### src/rtl/mem_bus_if.sv
// Data-bus request/acknowledge bundle between the MEM stage and memory.
// The master drives the registered request; the slave answers with ack and data.
interface mem_bus_if;
    logic        o_BusReq;
    logic        o_BusWe;
    logic [31:0] o_BusAddr;
    logic [31:0] o_BusWdata;
    logic [3:0]  o_BusBe;
    logic        i_BusAck;
    logic [31:0] i_BusRdata;

    modport master (
        output o_BusReq, o_BusWe, o_BusAddr, o_BusWdata, o_BusBe,
        input  i_BusAck, i_BusRdata
    );

    modport slave (
        input  o_BusReq, o_BusWe, o_BusAddr, o_BusWdata, o_BusBe,
        output i_BusAck, i_BusRdata
    );
endinterface

### src/rtl/mem_access_stage.sv
// MEM-stage load/store unit: one req/ack bus transaction per memory instruction,
// pipeline stall while outstanding, aligned and extended load return.
module mem_access_stage #(
    parameter int TIMEOUT   = 255,
    parameter int TIMEOUT_W = 8
) (
    input  logic        i_Clk,
    input  logic        Reset,
    input  logic        i_Valid,
    input  logic        i_MemRead,
    input  logic        i_MemWrite,
    input  logic [1:0]  i_Size,
    input  logic        i_Unsigned,
    input  logic [31:0] i_ALUout,
    input  logic [31:0] i_WriteData,
    output logic [31:0] o_ReadData,
    output logic        o_Stall,
    output logic        o_AddrErr,
    output logic        o_BusErr,
    mem_bus_if.master   bus
);

    typedef enum logic [1:0] {S_IDLE, S_WAIT, S_DONE} state_t;

    localparam logic [TIMEOUT_W-1:0] CNT_LAST = TIMEOUT_W'(TIMEOUT - 1);
    localparam logic [TIMEOUT_W-1:0] CNT_ONE  = TIMEOUT_W'(1);

    state_t state, state_n;

    logic                 req_q, we_q, uns_q, berr_q;
    logic [31:0]          addr_q, wdata_q, rdata_q;
    logic [3:0]           be_q;
    logic [1:0]           size_q, lane_q;
    logic [TIMEOUT_W-1:0] cnt;

    logic [1:0]  lane;
    logic        is_byte, is_half, is_word;
    logic        aligned, mem_op, start, ack, tmo;
    logic [3:0]  be_n;
    logic [31:0] wdata_n, shifted, load_val;

    assign lane = i_ALUout[1:0];

    always_comb begin
        is_byte   = (i_Size == 2'b00);
        is_half   = (i_Size == 2'b01);
        is_word   = i_Size[1];
        aligned   = is_byte | (is_half & ~lane[0])
                  | (is_word & (lane == 2'b00));
        mem_op    = i_Valid & (i_MemRead | i_MemWrite);
        start     = ~Reset & mem_op & aligned & (state == S_IDLE);
        o_AddrErr = ~Reset & mem_op & ~aligned & (state == S_IDLE);
        o_Stall   = ~Reset & (start | (state == S_WAIT));
        ack       = (state == S_WAIT) & bus.i_BusAck;
        // Ack takes priority over an expiring counter
        tmo       = (state == S_WAIT) & ~bus.i_BusAck & (cnt == CNT_LAST);
    end

    always_comb begin
        be_n    = 4'b0001 << lane;
        wdata_n = {4{i_WriteData[7:0]}};
        unique case (1'b1)
            is_word: begin
                be_n    = 4'b1111;
                wdata_n = i_WriteData;
            end
            is_half: begin
                be_n    = 4'b0011 << lane;
                wdata_n = {2{i_WriteData[15:0]}};
            end
            default: ;
        endcase
    end

    always_comb begin
        shifted  = bus.i_BusRdata >> {lane_q, 3'b000};
        load_val = {{24{~uns_q & shifted[7]}}, shifted[7:0]};
        unique case (1'b1)
            size_q[1]:
                load_val = bus.i_BusRdata;
            (size_q == 2'b01):
                load_val = {{16{~uns_q & shifted[15]}}, shifted[15:0]};
            default: ;
        endcase
    end

    always_comb begin
        state_n = state;
        unique case (state)
            S_IDLE:  if (start) state_n = S_WAIT;
            S_WAIT:  if (ack | tmo) state_n = S_DONE;
            S_DONE:  state_n = S_IDLE;
            default: state_n = S_IDLE;
        endcase
    end

    always_ff @(posedge i_Clk) begin
        if (Reset) begin
            state   <= S_IDLE;
            req_q   <= 1'b0;
            we_q    <= 1'b0;
            uns_q   <= 1'b0;
            berr_q  <= 1'b0;
            addr_q  <= '0;
            wdata_q <= '0;
            rdata_q <= '0;
            be_q    <= '0;
            size_q  <= '0;
            lane_q  <= '0;
            cnt     <= '0;
        end else begin
            state  <= state_n;
            berr_q <= tmo;
            if (start) begin
                req_q   <= 1'b1;
                we_q    <= i_MemWrite;
                addr_q  <= {i_ALUout[31:2], 2'b00};
                be_q    <= be_n;
                wdata_q <= wdata_n;
                size_q  <= i_Size;
                uns_q   <= i_Unsigned;
                lane_q  <= lane;
                cnt     <= '0;
            end
            if (state == S_WAIT) begin
                cnt <= cnt + CNT_ONE;
                if (ack | tmo) req_q <= 1'b0;
                if (ack & ~we_q) rdata_q <= load_val;
                if (tmo & ~we_q) rdata_q <= '0;
            end
        end
    end

    assign bus.o_BusReq   = req_q;
    assign bus.o_BusWe    = we_q;
    assign bus.o_BusAddr  = addr_q;
    assign bus.o_BusWdata = wdata_q;
    assign bus.o_BusBe    = be_q;
    assign o_ReadData     = rdata_q;
    assign o_BusErr       = berr_q;

endmodule

### src/flat_wrapper.sv
// flat-port wrapper written by rule: the top's interface ports become plain ports
module mem_access_stage_flat 
#(
    parameter int TIMEOUT   = 255,
    parameter int TIMEOUT_W = 8
)
  (i_Clk, Reset, i_Valid, i_MemRead, i_MemWrite, i_Size, i_Unsigned, i_ALUout, i_WriteData, o_ReadData, o_Stall, o_AddrErr, o_BusErr, bus_o_BusReq, bus_o_BusWe, bus_o_BusAddr, bus_o_BusWdata, bus_o_BusBe, bus_i_BusAck, bus_i_BusRdata);
  mem_bus_if bus_i ();
  input  logic i_Clk;
  input  logic Reset;
  input  logic i_Valid;
  input  logic i_MemRead;
  input  logic i_MemWrite;
  input  logic [1:0] i_Size;
  input  logic i_Unsigned;
  input  logic [31:0] i_ALUout;
  input  logic [31:0] i_WriteData;
  output logic [31:0] o_ReadData;
  output logic o_Stall;
  output logic o_AddrErr;
  output logic o_BusErr;
  output wire logic [$bits(bus_i.o_BusReq)-1:0] bus_o_BusReq;
  output wire logic [$bits(bus_i.o_BusWe)-1:0] bus_o_BusWe;
  output wire logic [$bits(bus_i.o_BusAddr)-1:0] bus_o_BusAddr;
  output wire logic [$bits(bus_i.o_BusWdata)-1:0] bus_o_BusWdata;
  output wire logic [$bits(bus_i.o_BusBe)-1:0] bus_o_BusBe;
  input wire logic [$bits(bus_i.i_BusAck)-1:0] bus_i_BusAck;
  input wire logic [$bits(bus_i.i_BusRdata)-1:0] bus_i_BusRdata;
  assign bus_o_BusReq = bus_i.o_BusReq;
  assign bus_o_BusWe = bus_i.o_BusWe;
  assign bus_o_BusAddr = bus_i.o_BusAddr;
  assign bus_o_BusWdata = bus_i.o_BusWdata;
  assign bus_o_BusBe = bus_i.o_BusBe;
  assign bus_i.i_BusAck = bus_i_BusAck;
  assign bus_i.i_BusRdata = bus_i_BusRdata;
  mem_access_stage #(.TIMEOUT(TIMEOUT), .TIMEOUT_W(TIMEOUT_W)) u_core (.i_Clk(i_Clk), .Reset(Reset), .i_Valid(i_Valid), .i_MemRead(i_MemRead), .i_MemWrite(i_MemWrite), .i_Size(i_Size), .i_Unsigned(i_Unsigned), .i_ALUout(i_ALUout), .i_WriteData(i_WriteData), .o_ReadData(o_ReadData), .o_Stall(o_Stall), .o_AddrErr(o_AddrErr), .o_BusErr(o_BusErr), .bus(bus_i));
endmodule
### config.mk
export PLATFORM = sky130hd
export DESIGN_NAME = mem_access_stage_flat
export DESIGN_NICKNAME = d
export VERILOG_FILES = /design/src/rtl/mem_bus_if.sv /design/src/rtl/mem_access_stage.sv /design/src/flat_wrapper.sv
export SDC_FILE = /design/constraint.sdc
export NUM_CORES = 1
export LEC_CHECK = 0
export CAP_MARGIN = 10
export CORE_MARGIN = 4
export CORE_UTILIZATION = 41
export CTS_CLUSTER_SIZE = 10
export DETAILED_ROUTE_END_ITERATION = 12
export GPL_TIMING_DRIVEN = 1
export PLACE_DENSITY_LB_ADDON = 0.05
export SLEW_MARGIN = 10
export SYNTH_ARGS = -nofsm -noshare
export SYNTH_HDL_FRONTEND = slang
export SYNTH_SLANG_ARGS = --single-unit
### constraint.sdc
create_clock -name i_Clk -period 3 [get_ports i_Clk]
set_clock_uncertainty 0.15 [all_clocks]
set_input_delay 0.6 -clock i_Clk [delete_from_list [all_inputs] [get_ports i_Clk]]
set_output_delay 0.6 -clock i_Clk [all_outputs]
set_load 0.05 [all_outputs]
# Word-level counts from Yosys, hierarchy flattened

Cells that the tools add are included.

Add/subtract/negate cells: 1
Eq/ne operators: 6
Shift-type cells: 3
Muxes and demuxes: 13
Bitwise operators: 27
Reductions and logical operators: 7

Operator list:

| operator                                         | number |
|---|---|
| one-hot mux 32 bit (2 select lines)              | 2 |
| 2-to-1 mux 32 bit                                | 2 |
| right shift 32 x 5 -> 16 bit                     | 1 |
| AND 1 bit                                        | 16 |
| 2-to-1 mux 8 bit                                 | 2 |
| adder 8 x 1 -> 8 bit (second input constant)     | 1 |
| == test 8 bit (second input constant)            | 1 |
| one-hot mux 4 bit (2 select lines)               | 1 |
| == test 2 x 1 -> 1 bit (second input constant)   | 3 |
| zero test 2 bit                                  | 3 |
| NOT 1 bit                                        | 6 |
| bitwise OR 1 bit                                 | 5 |
| 2-to-1 mux 2 bit                                 | 2 |
| one-hot mux 2 bit (2 select lines)               | 1 |
| AND reduction 2 bit                              | 2 |
| nonzero test 2 bit                               | 2 |
| left shift 1 x 2 -> 4 bit (first input constant) | 1 |
| left shift 2 x 2 -> 4 bit (first input constant) | 1 |
| 2-to-1 mux 1 bit                                 | 3 |
| != test 2 x 1 -> 1 bit (second input constant)   | 1 |
| != test 2 bit (second input constant)            | 1 |

Register bits after elaboration: 116
Bits of input ports: 105
Output and inout port bits: 105
Word-level logic and storage cells: 69

# Logic depth before layout (Yosys ltp)

Depth after elaboration: 9
Gate-level depth with buffers: 7
Gate-level depth less buffers: 6

# Worst setup path before layout

OpenSTA, ideal clock, no wires.

Path type: input-to-output
From: input Reset
To: output o_Stall
Arrival: 2542 ps
Required time: 2250 ps
Setup slack: -292 ps
Stages on the path: 5
Buffers on the path: 2
Cell sequence: or4b_1 buf_2 a211o_1 clkbuf_1 a21oi_1

Word-level cells in the longest chain between the ends: 6

Ends and longest elaborated chain:

| item                    | line                                           | source |
|---|---|---|
| start: declaration      | flat_wrapper.sv:10                             | `input logic Reset;` |
| NOT 1 bit *             | mem_access_stage.sv:51, mem_access_stage.sv:53 |  |
| AND 1 bit (3 in series) | mem_access_stage.sv:51                         | `start = ~Reset & mem_op & aligned & (state == S_IDLE);` |
| bitwise OR 1 bit        | mem_access_stage.sv:53                         | `o_Stall = ~Reset & (start \| (state == S_WAIT));` |
| AND 1 bit *             | mem_access_stage.sv:53                         |  |
| end: declaration        | flat_wrapper.sv:19                             | `output logic o_Stall;` |

Mark *: on every way between the ends. The rest lies on a longest branch, timed or not.

# Worst setup path after layout

From: input i_Valid
To: output o_Stall

Word-level cells in the longest chain between the ends: 6

Ends and longest elaborated chain:

| item                    | line                   | source |
|---|---|---|
| start: declaration      | flat_wrapper.sv:11     | `input logic i_Valid;` |
| AND 1 bit               | mem_access_stage.sv:50 | `mem_op = i_Valid & (i_MemRead \| i_MemWrite);` |
| AND 1 bit (3 in series) | mem_access_stage.sv:51 |  |
| bitwise OR 1 bit        | mem_access_stage.sv:53 |  |
| AND 1 bit               | mem_access_stage.sv:53 |  |

Every way passes these cells.

==> impl_metrics.json <==
{
  "p_int_mw": 3.295,
  "p_comb_frac": 0.147,
  "p_sw_mw": 1.068,
  "min_path_type": "reg -> reg",
  "p_clk_frac": 0.484,
  "tritoncts": "yes",
  "powerDensity_nw_per_um2": 541.5,
  "vias_per_cell": 5.250,
  "core_um2": 12160,
  "cts-root-buf": "clkbuf_16",
  "die_y_um": 120.3,
  "period_share": 0.9885,
  "die_w_um": 120.3,
  "ys.flop_type": "dfxtp_1",
  "cp_cell_sequence": "clkdlybuf4s50_1, or4b_4, a211o_2, a21oi_4, buf_12",
  "drv_slew": 0,
  "max_stage_delay_ns": 0.47,
  "avgSynthCellArea_um2": 8.124,
  "cts_buffers": 17,
  "portBuffers": 207,
  "synth_area_um2": 5175,
  "synth_seq_cells": 116,
  "syn2layout_area_growth_pct": 55.68,
  "dp.cells": 978,
  "ios": 210,
  "slowest_stage": "or4b_4",
  "rsz0062_at_grt": "true",
  "crit_arrival_ns": 2.22,
  "fmax_ghz": 0.3372,
  "ys_top_cells_by_area": "dfxtp_1 45%, nand2_1 9.5%, a21oi_1 8.5%",
  "route.detailed.drc": 0,
  "grt_pass1_wl_mm": 26.10,
  "grt.overflow.total": 0,
  "synth_top_cell_area_share": 0.4487,
  "period_needed_ns": 2.966,
  "drive_gt1_frac": 0.07720,
  "synth.most_common_cell": "nand2_1",
  "grt_use_total": 0.2234,
  "clockBufferDepth": 2,
  "cts.sinks": 116,
  "synth_common_cells": "131 x nand2_1, 116 x dfxtp_1, 88 x a21oi_1",
  "clk_latency_ns": 0.41,
  "clk_pin_slew_ns": 0.05,
  "wl_mm": 16.28,
  "antenna_found_initial": 0,
  "rows": 40,
  "finalHoldViolations": 0,
  "final_util": 0.6624,
  "n_antenna_cell": 0,
  "end_kind": "output pin",
  "dieArea_um2": 14480,
  "nets": 936,
  "gp_congestion": 0.8307,
  "yosysSeqAreaShare": 0.4487,
  "worstMarginPinSlew_ns": 1.005,
  "htree_levels": 4,
  "relSlewSlack": 0.3298,
  "peakVddDrop_uv": 295.1,
  "grt_max_degree": 98,
  "holdWs_ns": 0.3016,
  "postCtsSetupBuffers": 0,
  "async_reset_ff_frac": 0,
  "outcome": "completed",
  "hpwl_mm": 11.54,
  "dr.pass1.iters": 5,
  "antenna_left": 0,
  "seqPwrFrac": 0.369,
  "num_vias": 5302,
  "critPathLaunchType": "primary input",
  "crit_type": "in -> out",
  "crit_required_ns": 2.25,
  "synth_top_cell_by_area": "dfxtp_1",
  "power_leakage_nw": 2.767,
  "ys_types": 47,
  "grt_pass1_vias": 5297,
  "yosys_warnings": 0,
  "synth_edf_count": 0,
  "cp_max_fo": 3,
  "drtIter0Drc": 356,
  "instances_no_fill": 1010,
  "start_util": 0.4255,
  "maxCapViolations": 0,
  "switching_share": 0.2448,
  "netlist_instances": 637,
  "wire_per_inst_um": 16.12,
  "setup_viol": 0
}
-- metrics by stage --
stage	instance area, µm²	total power [mW]	setup TNS (ns)	worst slack (ns)
floorplan	5182	1.984	0	0.005576
global placement	7411	2.270	-0.01382	-0.01382
detailed placement	7411	2.279	-0.2092	-0.09347
CTS	8049	4.405	0	0.01028
global route	8056	4.521	-0.006490	-0.006490
finish	8056	4.363	0	0.03437
-- path summary, 6_finish.rpt --
path / cells past startpoint / to / from / slack (ns)
hold / removal: 2 / u_core.bus.o_BusAddr[7] / u_core.bus.o_BusAddr[7] / 0.30
setup reg to reg: 5 / u_core.bus.o_BusWdata[17] / u_core.state[1] / 0.69
setup / recovery: 5 / o_Stall / i_Valid / 0.03
hold reg to reg: 2 / u_core.bus.o_BusAddr[7] / u_core.bus.o_BusAddr[7] / 0.30
-- cell usage in the layout (no fill, tap or decap), types with 2 or more instances in the layout --
master and count:
a21oi_1 87, a22oi_1 8, a2bb2oi_1 7, a311oi_1 11, a31oi_1 4, buf_12 3, buf_4 19, bufinv_16 3
clkbuf_16 17, clkbuf_8 6, clkdlybuf4s50_1 204, clkinv_2 3, clkinvlp_4 2, conb_1 2, dfxtp_1 116, ha_1 2
inv_1 5, mux2i_1 22, nand2_1 131, nand2b_1 9, nand3_1 8, nand3b_1 9, nor2_1 38, nor2b_1 12
nor3_1 7, o21ai_0 34, o21bai_1 2, o221ai_1 8, o22ai_1 9, o2bb2ai_1 24, o31ai_1 3, or2_2 3
or3_1 3
-- layout make-up --
class / instances / area, µm²
sequential: 116 / 2322
multi-input combinational: 463 / 2629
timing repair buffer: 226 / 2245
inverter: 5 / 18.77
clock buffer: 24 / 511.7
fill: 1037 / 4105
clock inverter: 8 / 120.1
tap: 168 / 210.2
-- cell families after synthesis --
kind of cell,after synthesis,share of synthesized area
adder cells (fa/ha/maj),2,0.004835
AND/OR/NAND/NOR,229,0.1987
multiplexers,22,0.04255
AO/OA/AOI/OAI,207,0.2536
flip-flops,116,0.4487
XOR/XNOR,1,0.001693
other,1,0.0007246
buffers and inverters,59,0.04908
-- state kept, by name, summed over array words and instances (netlist names) --
name	cells
u_core.o_BusErr	1
u_core.bus.o_BusReq	1
u_core.lane_q	2
u_core.uns_q	1
u_core.state	2
u_core.bus.o_BusBe	4
u_core.bus.o_BusAddr	30
u_core.size_q	2
u_core.bus.o_BusWe	1
u_core.cnt	8
u_core.o_ReadData	32
u_core.bus.o_BusWdata	32
-- power groups by stage --
| stage | sequential [mW] | clock [mW] | combinational [mW] |
|---|---|---|---|
| final | 1.61 | 2.11 | 0.640 |
| after floorplan | 1.78 | 0 | 0.208 |
| after global routing | 1.61 | 2.22 | 0.683 |
| after CTS | 1.61 | 2.15 | 0.641 |
| after detailed placement | 1.64 | 0 | 0.638 |
| after global placement | 1.64 | 0 | 0.629 |
-- critical path, delay by kind of cell --
| kind | cells | cell delay, ns |
|---|---|---|
| AND/OR/NAND/NOR | 1 | 0.47 |
| AO/OA/AOI/OAI | 2 | 0.54 |
| buffers and inverters | 2 | 0.60 |
-- per-layer routing --
| layer | up-vias | track usage | routed length, µm |
|---|---|---|---|
| met1 | 2441 | 0.2668 | 6823 |
| met3 | 22 | 0.09214 | 1427 |
| met2 | 195 | 0.3632 | 7753 |
| li1 | 2644 | - | - |
| met4 | 0 | 0.07790 | 274 |
| met5 | - | 0 | 0 |
-- what timing repair did --
action	4_1_cts	5_1_grt
resized for setup	2	1
setup endpoints to repair	2	1
hold buffers	0	0
No activity file was read; power rests on OpenSTA's default activity.
==> patch 1: new RTL, same settings <==
Re-encode `state_t` (3 states) as one-hot, 3 bits wide.
--- a/src/rtl/mem_access_stage.sv
+++ b/src/rtl/mem_access_stage.sv
@@ -21,5 +21,5 @@
 );
 
-    typedef enum logic [1:0] {S_IDLE, S_WAIT, S_DONE} state_t;
+    typedef enum logic [2:0] {S_IDLE = 3'b001, S_WAIT = 3'b010, S_DONE = 3'b100} state_t;
 
     localparam logic [TIMEOUT_W-1:0] CNT_LAST = TIMEOUT_W'(TIMEOUT - 1);
Check against the original RTL: same outputs for any inputs over 10 cycles, from zero or initial values and one cycle with Reset high; not proved beyond that.
==> patch 1 against the original RTL <==
- synthesized cell count up 0.94%
- total power decreased by 4.7%
- global-route usage grew 0.34 points
- sequential cell count up 1
- count of clock-buffer cells in the layout shrank 3
- cell area is 0.90% lower
- routed wire length up 3.5%
- synthesized area is 0.92% higher
- cell count unchanged
- worst setup slack improved by 0.27 ns
- via count is 1.8% higher
==> patch 1: results (changes against the original RTL) <==
stage	metric	value	unit	change
power_and_ir_drop	leakagePower	2.733	nW	-1.2%
cells_and_area	drive_gt1_share	7.720	%	unchanged
logic_synthesis	synth-seq-area-share	44.85	%	about the same
worst_setup_path	max_stage_delay	0.54	ns	+0.07 ns
worst_setup_path	slowest_stage	clkdlybuf4s50_1		
logic_synthesis	synth_common_cells	nand2_1, dfxtp_1, a21oi_1		
route	drtPass1Iterations	5		unchanged
cells_and_area	nNetsFinal	938		+0.21%
clock_network	cts-root-buf	clkbuf_16		
grt	grt_usage	22.67	%	+0.34 points
clock_network	cts.clk_slew.worst_paths	0.05	ns	about the same
placement	gp_congestion	0.8684		+4.5%
worst_setup_path	r2r_cells	5		unchanged
grt	use_met2	37.72	%	+1.4 points
clock_network	htreeDepth	4		unchanged
logic_synthesis	synthTopCellsByArea	dfxtp_1, nand2_1, a21oi_1		
worst_setup_path	reg2reg_slack	0.76	ns	+0.07 ns
grt	grt_pass1_vias	5317		+0.38%
route	routed_wirelength	16850	um	+3.5%
logic_synthesis	synth_top_cell_area_share	44.85	%	about the same
clock_network	clockBufferDepth	2		unchanged
route	drtIter0Drc	438		+23%
grt	grt_pass1_wl	26520	um	+1.6%
worst_hold_path	min_from	u_core.bus.o_BusAddr[18]		
placement	io_buffers	207		unchanged
logic_synthesis	async_flop_share	0	%	unchanged
power_and_ir_drop	ir_worst_vdd	0.4554	mV	+54%
placement	pre_cts_ws	0.1479	ns	+0.2413 ns
worst_setup_path	cp_top_family	buffers and inverters		
cells_and_area	fillCellCount	1079		+4.1%
worst_hold_path	hold_path.class	flop to flop		
worst_setup_path	r2r_start	u_core.state[1]		
grt	grtUsageMet1	26.34	%	-0.34 points
grt	grt_max_degree	78		-20%
worst_hold_path	min_to	u_core.bus.o_BusAddr[18]		
worst_setup_path	crit_arrival	1.95	ns	-0.27 ns
run_status	status	finished, final reports clean		
route	vias	5397		+1.8%
placement	hpwl	12150	um	+5.3%
worst_hold_path	hold_path_depth	2		unchanged
grt	antenna_found_initial	0		unchanged
clock_network	cts_made_buffers	17		unchanged
sta	tightest_slew	0.7193	ns	-0.2860 ns
clock_network	clk_latency	0.41	ns	about the same
sta	whs	0.3017	ns	+0.00007900 ns
worst_setup_path	reg2reg_to	u_core.o_ReadData[9]		
worst_setup_path	critPathMaxFanout	5		+2
logic_synthesis	ys_types	56		+19%
clock_network	post_cts_buffers	0		unchanged
grt	grt_util_met3	9.138	%	-0.077 points
logic_synthesis	yosysWarningCount	0		unchanged
cells_and_area	n_antenna_cell	0		unchanged
clock_network	cts_resized	0		-2
==> patch 1: cell types whose count changed after synthesis, sizes merged, moves of 10 or more <==
cell    change
a21oi      -10
o21ai      -19
o211ai     +17
nand3      +20
nand2      +10
mux2i      -10
==> patch 1: layer usage <==
| metal | routed length (um) | vias to the layer above |
|---|---|---|
| met2 | 8046 | 209 |
| met1 | 6906 | 2516 |
| li1 | - | 2641 |
| met3 | 1607 | 31 |
| met4 | 292 | 0 |
| met5 | 0 | - |
==> patch 1: cell type report <==
cell class              instances  area [um2]  area share [%]
multi-input cells             460        2603           32.60
flip-flops and latches        117        2342           29.34
repair buffers                223        2210           27.68
clock buffers                  21       470.5           5.892
well taps                     168       210.2           2.633
clock inverters                 9       103.9           1.301
inverters                      12       45.04          0.5642
==> patch 1: kinds of logic (layout without fill, tap and decap cells) <==
kind of cell | count (synthesis) | after routing | share of synthesized area [%]
multiplexers | 12 | 12 | 2.300
AND/OR/NAND/NOR | 254 | 254 | 21.85
buffers and inverters | 67 | 265 | 5.654
AO/OA/AOI/OAI | 188 | 188 | 24.46
adder cells (fa/ha/maj) | 2 | 2 | 0.4791
flip-flops | 117 | 117 | 44.85
XOR/XNOR | 2 | 2 | 0.3355
other | 1 | 2 | 0.07180
==> patch 1: tightest hold or removal path, delay by kind of cell, from the launching register on <==
| kind | cells | cell delay (ns) |
|---|---|---|
| flops | 1 | 0.30 |
| simple gates | 1 | 0.05 |
| compound gates | 1 | 0.05 |
==> patch 1: stage by stage <==
step	total power, mW	instances	utilization [%]	instance area [um2]
5_1_grt	4.287	1010	65.11	7984
3_5_place_dp	2.210	980	60.43	7410
3_3_place_gp	2.202	980	60.43	7410
6_report	4.157	1010	65.11	7984
2_1_floorplan	1.938	644	-	5233
4_1_cts	4.183	1010	65.11	7984
==> patch 1: how the worst max path moves through the flow <==
| stage | slack, ns | start | cells after the start | end |
|---|---|---|---|---|
| floorplan | 0.38 | Reset | 6 | o_Stall |
| global placement | 0.27 | bus_i_BusAck | 6 | u_core.o_ReadData[15] |
| detailed placement | 0.15 | i_ALUout[1] | 6 | u_core.cnt[4] |
| CTS | 0.30 | i_ALUout[1] | 5 | o_AddrErr |
| global route | 0.21 | i_ALUout[1] | 5 | o_AddrErr |
| finish | 0.30 | i_ALUout[1] | 5 | o_AddrErr |
==> patch 1: report_power, final <==
part	switching (mW)	total (mW)	internal, mW
Clock	0.706	1.98	1.27
Combinational	0.321	0.565	0.244
Sequential	0.0222	1.61	1.59
Total	1.05	4.16	3.11
==> patch 2: new RTL, config.mk and constraints unchanged <==
Without the edit above. `TIMEOUT_W` is set to 8 in 2 places; all go to 6.
--- a/src/rtl/mem_access_stage.sv
+++ b/src/rtl/mem_access_stage.sv
@@ -3,5 +3,5 @@
 module mem_access_stage #(
     parameter int TIMEOUT   = 255,
-    parameter int TIMEOUT_W = 8
+    parameter int TIMEOUT_W = 6
 ) (
     input  logic        i_Clk,
--- a/src/flat_wrapper.sv
+++ b/src/flat_wrapper.sv
@@ -3,5 +3,5 @@
 #(
     parameter int TIMEOUT   = 255,
-    parameter int TIMEOUT_W = 8
+    parameter int TIMEOUT_W = 6
 )
   (i_Clk, Reset, i_Valid, i_MemRead, i_MemWrite, i_Size, i_Unsigned, i_ALUout, i_WriteData, o_ReadData, o_Stall, o_AddrErr, o_BusErr, bus_o_BusReq, bus_o_BusWe, bus_o_BusAddr, bus_o_BusWdata, bus_o_BusBe, bus_i_BusAck, bus_i_BusRdata);
Behaviour: no difference found for any inputs over 10 cycles, from zero or initial values and one cycle with Reset high; that may be too few to reach the edited logic, so the function may still have changed.
==> patch 2 against the original RTL <==
- worst setup slack better by 0.17 ns
- core utilization decreased by 1.0 points
- sequential share of layout area rose by 0.44 points
- cell area is 3.2% lower
- critical path depth did not move
- synthesized area decreased by 3.2%
- routed wire length is 2.9% lower
- synthesized cell count is 9.1% lower
- cell count is 7.9% lower
- fmax increased by 6.0%
- sequential cell count decreased by 2
- total power decreased by 0.80%
==> patch 2: results (changes against the original RTL) <==
stage	metric	value	unit	change
run_status	status	finished, final reports clean		
grt	grt_max_degree	61		-38%
cells_and_area	nNetsFinal	877		-6.3%
worst_setup_path	setup.worst_path.end	o_AddrErr		
cells_and_area	area_growth	55.75	%	about the same
grt	grt_util_met3	9.809	%	+0.59 points
grt	grt_pass1_wl	25030	um	-4.1%
worst_setup_path	reg2reg_to	u_core.o_ReadData[23]		
logic_synthesis	synth-seq-area-share	45.58	%	+0.70 points
cells_and_area	drive_gt1_share	8.685	%	+0.96 points
logic_synthesis	syn_area_per_cell	8.648	um2	+6.5%
power_and_ir_drop	swShare	25.08	%	+0.61 points
route	route.met2.wl	7810	um	+0.74%
logic_synthesis	synthTopCellsByArea	dfxtp_1, nand2_1, a21oi_1		
worst_setup_path	reg2reg_slack	0.57	ns	-0.12 ns
power_and_ir_drop	leakagePower	2.766	nW	about the same
logic_synthesis	synthAdderAreaFrac	0.4998	%	+0.016 points
route	wl_per_cell	17.00	um	+5.5%
placement	pre_cts_ws	0.1848	ns	+0.2783 ns
route	routed_wirelength	15810	um	-2.9%
route	routed_via_density	5.338		+1.7%
route	drtPass1Iterations	4		-1
placement	gp_congestion	0.8189		-1.4%
logic_synthesis	synth_common_cells	nand2_1, dfxtp_1, a21oi_1		
worst_setup_path	r2r_cells	4		-1
patch 2: changes by cell type in the layout (fill, tap and decap cells not counted), moves of 9 or more:
cell | before | now
o2bb2ai_1 | 24 | 7
a21oi_1 | 87 | 71
nand2_1 | 131 | 119
a221o_2 | 0 | 11
mux2i_1 | 22 | 31
nand3b_1 | 9 | 0
o21ai_0 | 34 | 25
patch 2: power by group through the flow:
stage                     Sequential (mW)  Clock (mW)  Combinational [mW]
after floorplan                      1.77           0               0.205
after global placement               1.62           0               0.646
after detailed placement             1.62           0               0.654
after CTS                            1.59        2.11               0.658
after global routing                 1.60        2.18               0.696
final                                1.59        2.08               0.653
patch 2: worst min-delay path by stage:
stage	from	end	slack (ns)	cells past startpoint
after detailed placement	u_core.bus.o_BusAddr[28]	u_core.bus.o_BusAddr[28]	0.30	2
after global routing	u_core.bus.o_BusWdata[0]	u_core.bus.o_BusWdata[0]	0.32	2
after floorplan	u_core.cnt[4]	u_core.o_BusErr	0.30	2
after CTS	u_core.bus.o_BusWdata[7]	u_core.bus.o_BusWdata[7]	0.31	2
final	u_core.bus.o_BusAddr[28]	u_core.bus.o_BusAddr[28]	0.30	2
after global placement	u_core.bus.o_BusAddr[22]	u_core.bus.o_BusAddr[22]	0.29	2
patch 2: layout make-up:
| cell class | instances | area [um2] | area share (%) |
|---|---|---|---|
| Clock buffer | 20 | 446.7 | 5.728 |
| Clock inverter | 12 | 162.7 | 2.086 |
| Inverter | 8 | 30.03 | 0.3850 |
| Multi-Input combinational cell | 409 | 2484 | 31.85 |
| Sequential cell | 114 | 2282 | 29.26 |
| Tap cell | 147 | 183.9 | 2.358 |
| Timing Repair Buffer | 220 | 2210 | 28.33 |
